$ cat config.mk
export PLATFORM = sky130hd
export DESIGN_NAME = logic_unit_iter
export DESIGN_NICKNAME = d
export VERILOG_FILES = /design/src/rtl/alu_logic_pkg.sv /design/src/rtl/logic_slice.sv /design/src/rtl/logic_unit_iter.sv
export SDC_FILE = /design/constraint.sdc
export NUM_CORES = 1
export LEC_CHECK = 0
export ABC_AREA = 0
export BUFFER_PORTS_ARGS = -buffer_cell sky130_fd_sc_hd__buf_2
export CORE_ASPECT_RATIO = 1.5
export CORE_MARGIN = 3
export CORE_UTILIZATION = 33
export CTS_CLUSTER_SIZE = 24
export DETAILED_ROUTE_END_ITERATION = 6
export PLACE_DENSITY = 0.48
export SKIP_CTS_REPAIR_TIMING = 1
export SYNTH_ARGS = -nofsm -noshare
export SYNTH_HDL_FRONTEND = slang
export SYNTH_HIERARCHICAL = 1
export SYNTH_SLANG_ARGS = --single-unit
$ cat constraint.sdc
create_clock -name clk -period 7.47 [get_ports clk]
set_input_delay 1.494 -clock clk [delete_from_list [all_inputs] [get_ports clk]]
set_output_delay 1.494 -clock clk [all_outputs]
set_load 0.005 [all_outputs]
$ cat src/rtl/alu_logic_pkg.sv
// Shared definitions for the iterative bitwise logic unit: operation
// encodings and the controller state type.
package alu_logic_pkg;

   localparam logic [2:0] LOGIC_AND  = 3'b000;
   localparam logic [2:0] LOGIC_OR   = 3'b001;
   localparam logic [2:0] LOGIC_XOR  = 3'b010;
   localparam logic [2:0] LOGIC_ANDN = 3'b011;
   localparam logic [2:0] LOGIC_NAND = 3'b100;
   localparam logic [2:0] LOGIC_NOR  = 3'b101;
   localparam logic [2:0] LOGIC_XNOR = 3'b110;
   localparam logic [2:0] LOGIC_NOTA = 3'b111;

   typedef enum logic [1:0] {
      ST_IDLE = 2'd0,
      ST_RUN  = 2'd1,
      ST_DONE = 2'd2
   } state_t;

endpackage

$ cat src/rtl/logic_slice.sv
// Combinational SLICE-wide bitwise operator; one instance is time-shared
// across all slices of the operands.
module logic_slice
   import alu_logic_pkg::*;
#(
   parameter int SLICE = 16
) (
   input  logic [2:0]       op,
   input  logic [SLICE-1:0] a_slice,
   input  logic [SLICE-1:0] b_slice,
   output logic [SLICE-1:0] y_slice
);

   always_comb begin
      y_slice = '0;
      case (op)
         LOGIC_AND:  y_slice = a_slice & b_slice;
         LOGIC_OR:   y_slice = a_slice | b_slice;
         LOGIC_XOR:  y_slice = a_slice ^ b_slice;
         LOGIC_ANDN: y_slice = a_slice & ~b_slice;
         LOGIC_NAND: y_slice = ~(a_slice & b_slice);
         LOGIC_NOR:  y_slice = ~(a_slice | b_slice);
         LOGIC_XNOR: y_slice = ~(a_slice ^ b_slice);
         LOGIC_NOTA: y_slice = ~a_slice;
         default:    y_slice = '0;
      endcase
   end

endmodule

$ cat src/rtl/logic_unit_iter.sv
// Iterative bitwise logic unit: captures a request, evaluates one SLICE per
// cycle into a registered result, then holds result and flags until taken.
module logic_unit_iter
   import alu_logic_pkg::*;
#(
   parameter int WIDTH = 64,
   parameter int SLICE = 16
) (
   input  logic             clk,
   input  logic             rst,
   input  logic             in_valid,
   output logic             in_ready,
   input  logic [2:0]       op,
   input  logic [WIDTH-1:0] a,
   input  logic [WIDTH-1:0] b,
   output logic             out_valid,
   input  logic             out_ready,
   output logic [WIDTH-1:0] result,
   output logic             zf,
   output logic             sf,
   output state_t           dbg_state
);

   localparam int NUM_SLICES = WIDTH / SLICE;
   localparam int CNT_W      = (NUM_SLICES > 1) ? $clog2(NUM_SLICES) : 1;

   generate
      if (WIDTH % SLICE != 0) begin : g_width_check
         $error("logic_unit_iter: WIDTH must be an integer multiple of SLICE");
      end
   endgenerate

   state_t             r_state;
   state_t             w_state_next;
   logic [WIDTH-1:0]   r_a;
   logic [WIDTH-1:0]   r_b;
   logic [2:0]         r_op;
   logic [CNT_W-1:0]   r_cnt;
   logic               r_zacc;
   logic [WIDTH-1:0]   r_result;
   logic               r_zf;
   logic               r_sf;

   logic [SLICE-1:0]   w_a_slice;
   logic [SLICE-1:0]   w_b_slice;
   logic [SLICE-1:0]   w_y_slice;
   logic               w_last;
   logic               w_zacc_next;

   assign w_a_slice   = r_a[r_cnt*SLICE +: SLICE];
   assign w_b_slice   = r_b[r_cnt*SLICE +: SLICE];
   assign w_last      = (r_cnt == CNT_W'(NUM_SLICES - 1));
   assign w_zacc_next = r_zacc & (w_y_slice == '0);

   logic_slice #(.SLICE(SLICE)) u_slice (
      .op      (r_op),
      .a_slice (w_a_slice),
      .b_slice (w_b_slice),
      .y_slice (w_y_slice)
   );

   always_ff @(posedge clk or posedge rst) begin
      if (rst) r_state <= ST_IDLE;
      else     r_state <= w_state_next;
   end

   // Handshake: a transfer happens on any rising edge where valid and ready
   // are both high; ready/valid here are pure decodes of the state register.
   always_comb begin
      w_state_next = r_state;
      in_ready     = 1'b0;
      out_valid    = 1'b0;
      case (r_state)
         ST_IDLE: begin
            in_ready = 1'b1;
            if (in_valid) w_state_next = ST_RUN;
         end
         ST_RUN: begin
            if (w_last) w_state_next = ST_DONE;
         end
         ST_DONE: begin
            out_valid = 1'b1;
            if (out_ready) w_state_next = ST_IDLE;
         end
         default: w_state_next = ST_IDLE;
      endcase
   end

   always_ff @(posedge clk or posedge rst) begin
      if (rst) begin
         r_a      <= '0;
         r_b      <= '0;
         r_op     <= LOGIC_AND;
         r_cnt    <= '0;
         r_zacc   <= 1'b1;
         r_result <= '0;
         r_zf     <= 1'b0;
         r_sf     <= 1'b0;
      end else begin
         case (r_state)
            ST_IDLE: begin
               if (in_valid) begin
                  r_a    <= a;
                  r_b    <= b;
                  r_op   <= op;
                  r_cnt  <= '0;
                  r_zacc <= 1'b1;
               end
            end
            ST_RUN: begin
               r_result[r_cnt*SLICE +: SLICE] <= w_y_slice;
               r_zacc                         <= w_zacc_next;
               // Flags are committed only on the final slice so they never
               // reflect a partially computed result.
               if (w_last) begin
                  r_cnt <= '0;
                  r_zf  <= w_zacc_next;
                  r_sf  <= w_y_slice[SLICE-1];
               end else begin
                  r_cnt <= r_cnt + 1'b1;
               end
            end
            default: ;
         endcase
      end
   end

   assign result    = r_result;
   assign zf        = r_zf;
   assign sf        = r_sf;
   assign dbg_state = r_state;

endmodule

==> summary.md <==
| Metric | Value |
|---|---|
| Avg Synthesized Cell Area | `12.7 sq um` |
| Req. time, crit path | `7.88 ns` |
| Combinational share of power | `0.515` |
| Routed WL per cell | `20.0 um` |
| Crit path time final | `4.22 ns` |
| WL final | `28600 um` |
| Crit path max fanout | `26` |
| Cell variety after synth | `50` |
| Sequential share of the synthesized area | `0.480` |
| Antenna Cells | `0` |
| Largest net degree at the start of global routing | `132` |
| Synth Instances | `832` |
| Synthesized net count | `1021` |
| # setup viols final | `0` |
| Clk network pwr share | `0.177` |
| Final clock skew | `0.0195 ns` |
| Die X | `152 um` |
| Layout cell share with drive strength beyond 1 | `0.344` |
| H-tree levels | `1` |
| Period utilization | `0.565` |
| First-pass GRT wire length | `44600 um` |
| FF+latch count, synth | `202` |
| Vias in the first global route | `7468` |
| Max clock buf depth | `3` |
| Leak | `0.00584 uW` |
| Drt first pass iters | `4` |
| Final Util | `0.401` |
| VDD IR max | `192 uV` |
| Pwr dens | `513 nW/um^2` |
| Synthesis warning total | `6` |
| Final net count | `1198` |
| Port Buffer Count | `204` |
| Fin. Hold Viols | `0` |
| Setup CP Type | `reg2reg` |
| Core footprint | `31200 sq um` |
| Max-slew headroom | `0.291` |
| Skew-Pair Late Insertion Delay | `0.52 ns` |
| Fin. max-slew vios | `0` |
| Startpoint types | `flop` |
| Post-synth ARST share | `1.00` |
| Gpl congestion | `0.728` |
| Max-cap violations | `0` |
| Initial core utilization | `0.338` |
| DR vias/cell | `5.03` |
| RSZ-0062 raised after global routing | `false` |
| Post-synth EDFFs | `0` |
| Num ports | `205` |
| # rows | `79` |
| Least-Margin Pin Slew | `1.05 ns` |
| Max Fclk | `237 MHz` |
| Cell Area, Synth | `10500 sq um` |
| Initial antenna violation count | `1` |
| CTS tree | `done` |
| Sw Pwr | `2630 uW` |
| Crit end category | `flop` |
| DR iter-0 viols | `220` |
| Status | `finished clean` |
| Clk sinks | `202` |
| Sequential power share | `0.309` |
| Reg clk slew, reported paths | `0.06 ns` |
| Tot GR Track Use | `0.165` |
| Sw frac | `0.409` |
| Num CTS Buffers | `22` |
| Worst EP arrival | `4.63 ns` |
| Post-route ant nets | `0` |
| Syn-to-layout area delta | `18.9%` |
| Hold Path Class | `reg2reg` |
| Root buf cell | `clkbuf_16` |
| Total gr overflow | `0` |
| Setup TNS | `0 ns` |
| Int Pwr | `3800 uW` |
| Via count | `7194` |
| Die footprint | `34200 sq um` |
| Dpl hpwl | `20800 um` |
| # DRC | `0` |
| Ys flop type | `dfrtp_1` |
| Fill cells | `3105` |
| Die Ht | `225 um` |
## metal layers
| layer | global-route usage | wire length (um) | up-vias |
|---|---|---|---|
| met2 | 0.314 | 15500 | 153 |
| met1 | 0.192 | 11200 | 3630 |
| met5 | 0 | 7 | - |
| li1 | - | - | 3371 |
| met4 | 0.0473 | 694 | 2 |
| met3 | 0.0259 | 1150 | 38 |
## power groups by stage
stage                     clock network (uW)  logic (uW)  registers (uW)
after floorplan                            0        2540            1830
after global placement                     0        3300            2010
after detailed placement                   0        3360            2020
after CTS                               1170        3370            2000
after global routing                    1210        3680            2070
final                                   1130        3310            1980
## final timing paths
check | start | endpoint | slack, ns | cells after the start
setup reg to reg | r_cnt[0] | zf | 3.25 | 11
min in group asynchronous | rst | dbg_state[1] | 1.15 | 2
setup / recovery | r_cnt[0] | zf | 3.25 | 11
hold / removal | result[57] | result[57] | 0.47 | 2
hold reg to reg | result[57] | result[57] | 0.47 | 2
max in group asynchronous | rst | r_b[22] | 4.76 | 3
## final cells by class
cell class	instances	area [sq um]	share of cell area
clock buffers	35	681	0.0543
clock inverters	5	75.1	0.00599
inverters	39	154	0.0123
multi-input cells	531	4960	0.395
flip-flops and latches	202	5060	0.404
well taps	405	507	0.0404
repair buffers	213	1100	0.0878
## worst max-delay path, stage by stage (launching register included)
cell      delay, ns
dfrtp_2        0.94
buf_4          0.44
mux4_2         0.60
inv_1          0.08
ha_1           0.24
nor3b_1        0.14
or4_4          0.50
a221oi_2       0.18
a21oi_1        0.15
nor4_1         0.39
nand4_1        0.20
o31ai_1        0.25
## synth_stat cells (2+ instances only)
master      n  area (sq um)
nand2_1    75           282
inv_1      39           146
buf_2      23           115
nor3_1     14          70.1
o21ai_0    48           240
a211oi_1    9          67.6
nor4_1      2          12.5
buf_4       8          60.1
ha_1       54           676
buf_6      14           158
nand3b_1    3          22.5
and4b_1     9          90.1
and3_1      5          31.3
a21oi_1    22           110
nor2b_1     4          25.0
dfrtp_1   201          5030
o21ai_1     3          15.0
mux4_2     32           721
a21o_1      4          30.0
nor2_1      7          26.3
mux2i_1    14           140
buf_1       2          7.51
o31ai_1     3          22.5
mux2_1     90          1010
mux2_2     42           473
nor3b_1     9          67.6
o211ai_1    2          15.0
or4_4       9           101
clkbuf_1   12          45.0
a221oi_2    9           135
nand2b_1    8          50.1
a22o_1     37           324
nor4_4      2          42.5
## cells by family (layout without fill, tap and decap cells)
| logic type | count (synthesis) | after routing | share of synthesized area |
|---|---|---|---|
| AO/OA/AOI/OAI | 142 | 142 | 0.0946 |
| XOR/XNOR | 1 | 1 | 0.000831 |
| adder cells (fa/ha/maj) | 54 | 54 | 0.0641 |
| buffers and inverters | 99 | 292 | 0.0509 |
| flip-flops | 202 | 202 | 0.480 |
| multiplexers | 178 | 178 | 0.223 |
| AND/OR/NAND/NOR | 156 | 156 | 0.0875 |
## state kept, by name (all words and copies together) (netlist names)
signal / count
r_a: 64
r_b: 64
r_cnt: 2
zf: 1
r_op: 3
sf: 1
result: 64
dbg_state: 2
r_zacc: 1
## metrics by stage
stage	setup slack, ns	hold WS (ns)	cell area, sq um	total power [uW]	cells
floorplan	0.467	0.452	10500	4380	832
global placement	3.21	0.458	11800	5320	1390
detailed placement	3.10	0.466	11800	5380	1390
CTS	3.11	0.479	12500	6550	1430
global route	2.85	0.499	12500	6970	1430
finish	3.25	0.473	12500	6430	1430
## layout by cell type (no fill, tap or decap), types with 14 or more instances in the layout
cell       count
o21ai_0       48
mux2_2        42
ha_1          54
a22o_1        37
mux4_2        32
nor3_1        14
inv_1         38
mux2i_1       14
buf_2        204
mux2_1        90
clkbuf_16     23
nand2_1       75
dfrtp_1      197
a21oi_1       22
Note: power is estimated with default switching activity, not from simulation.
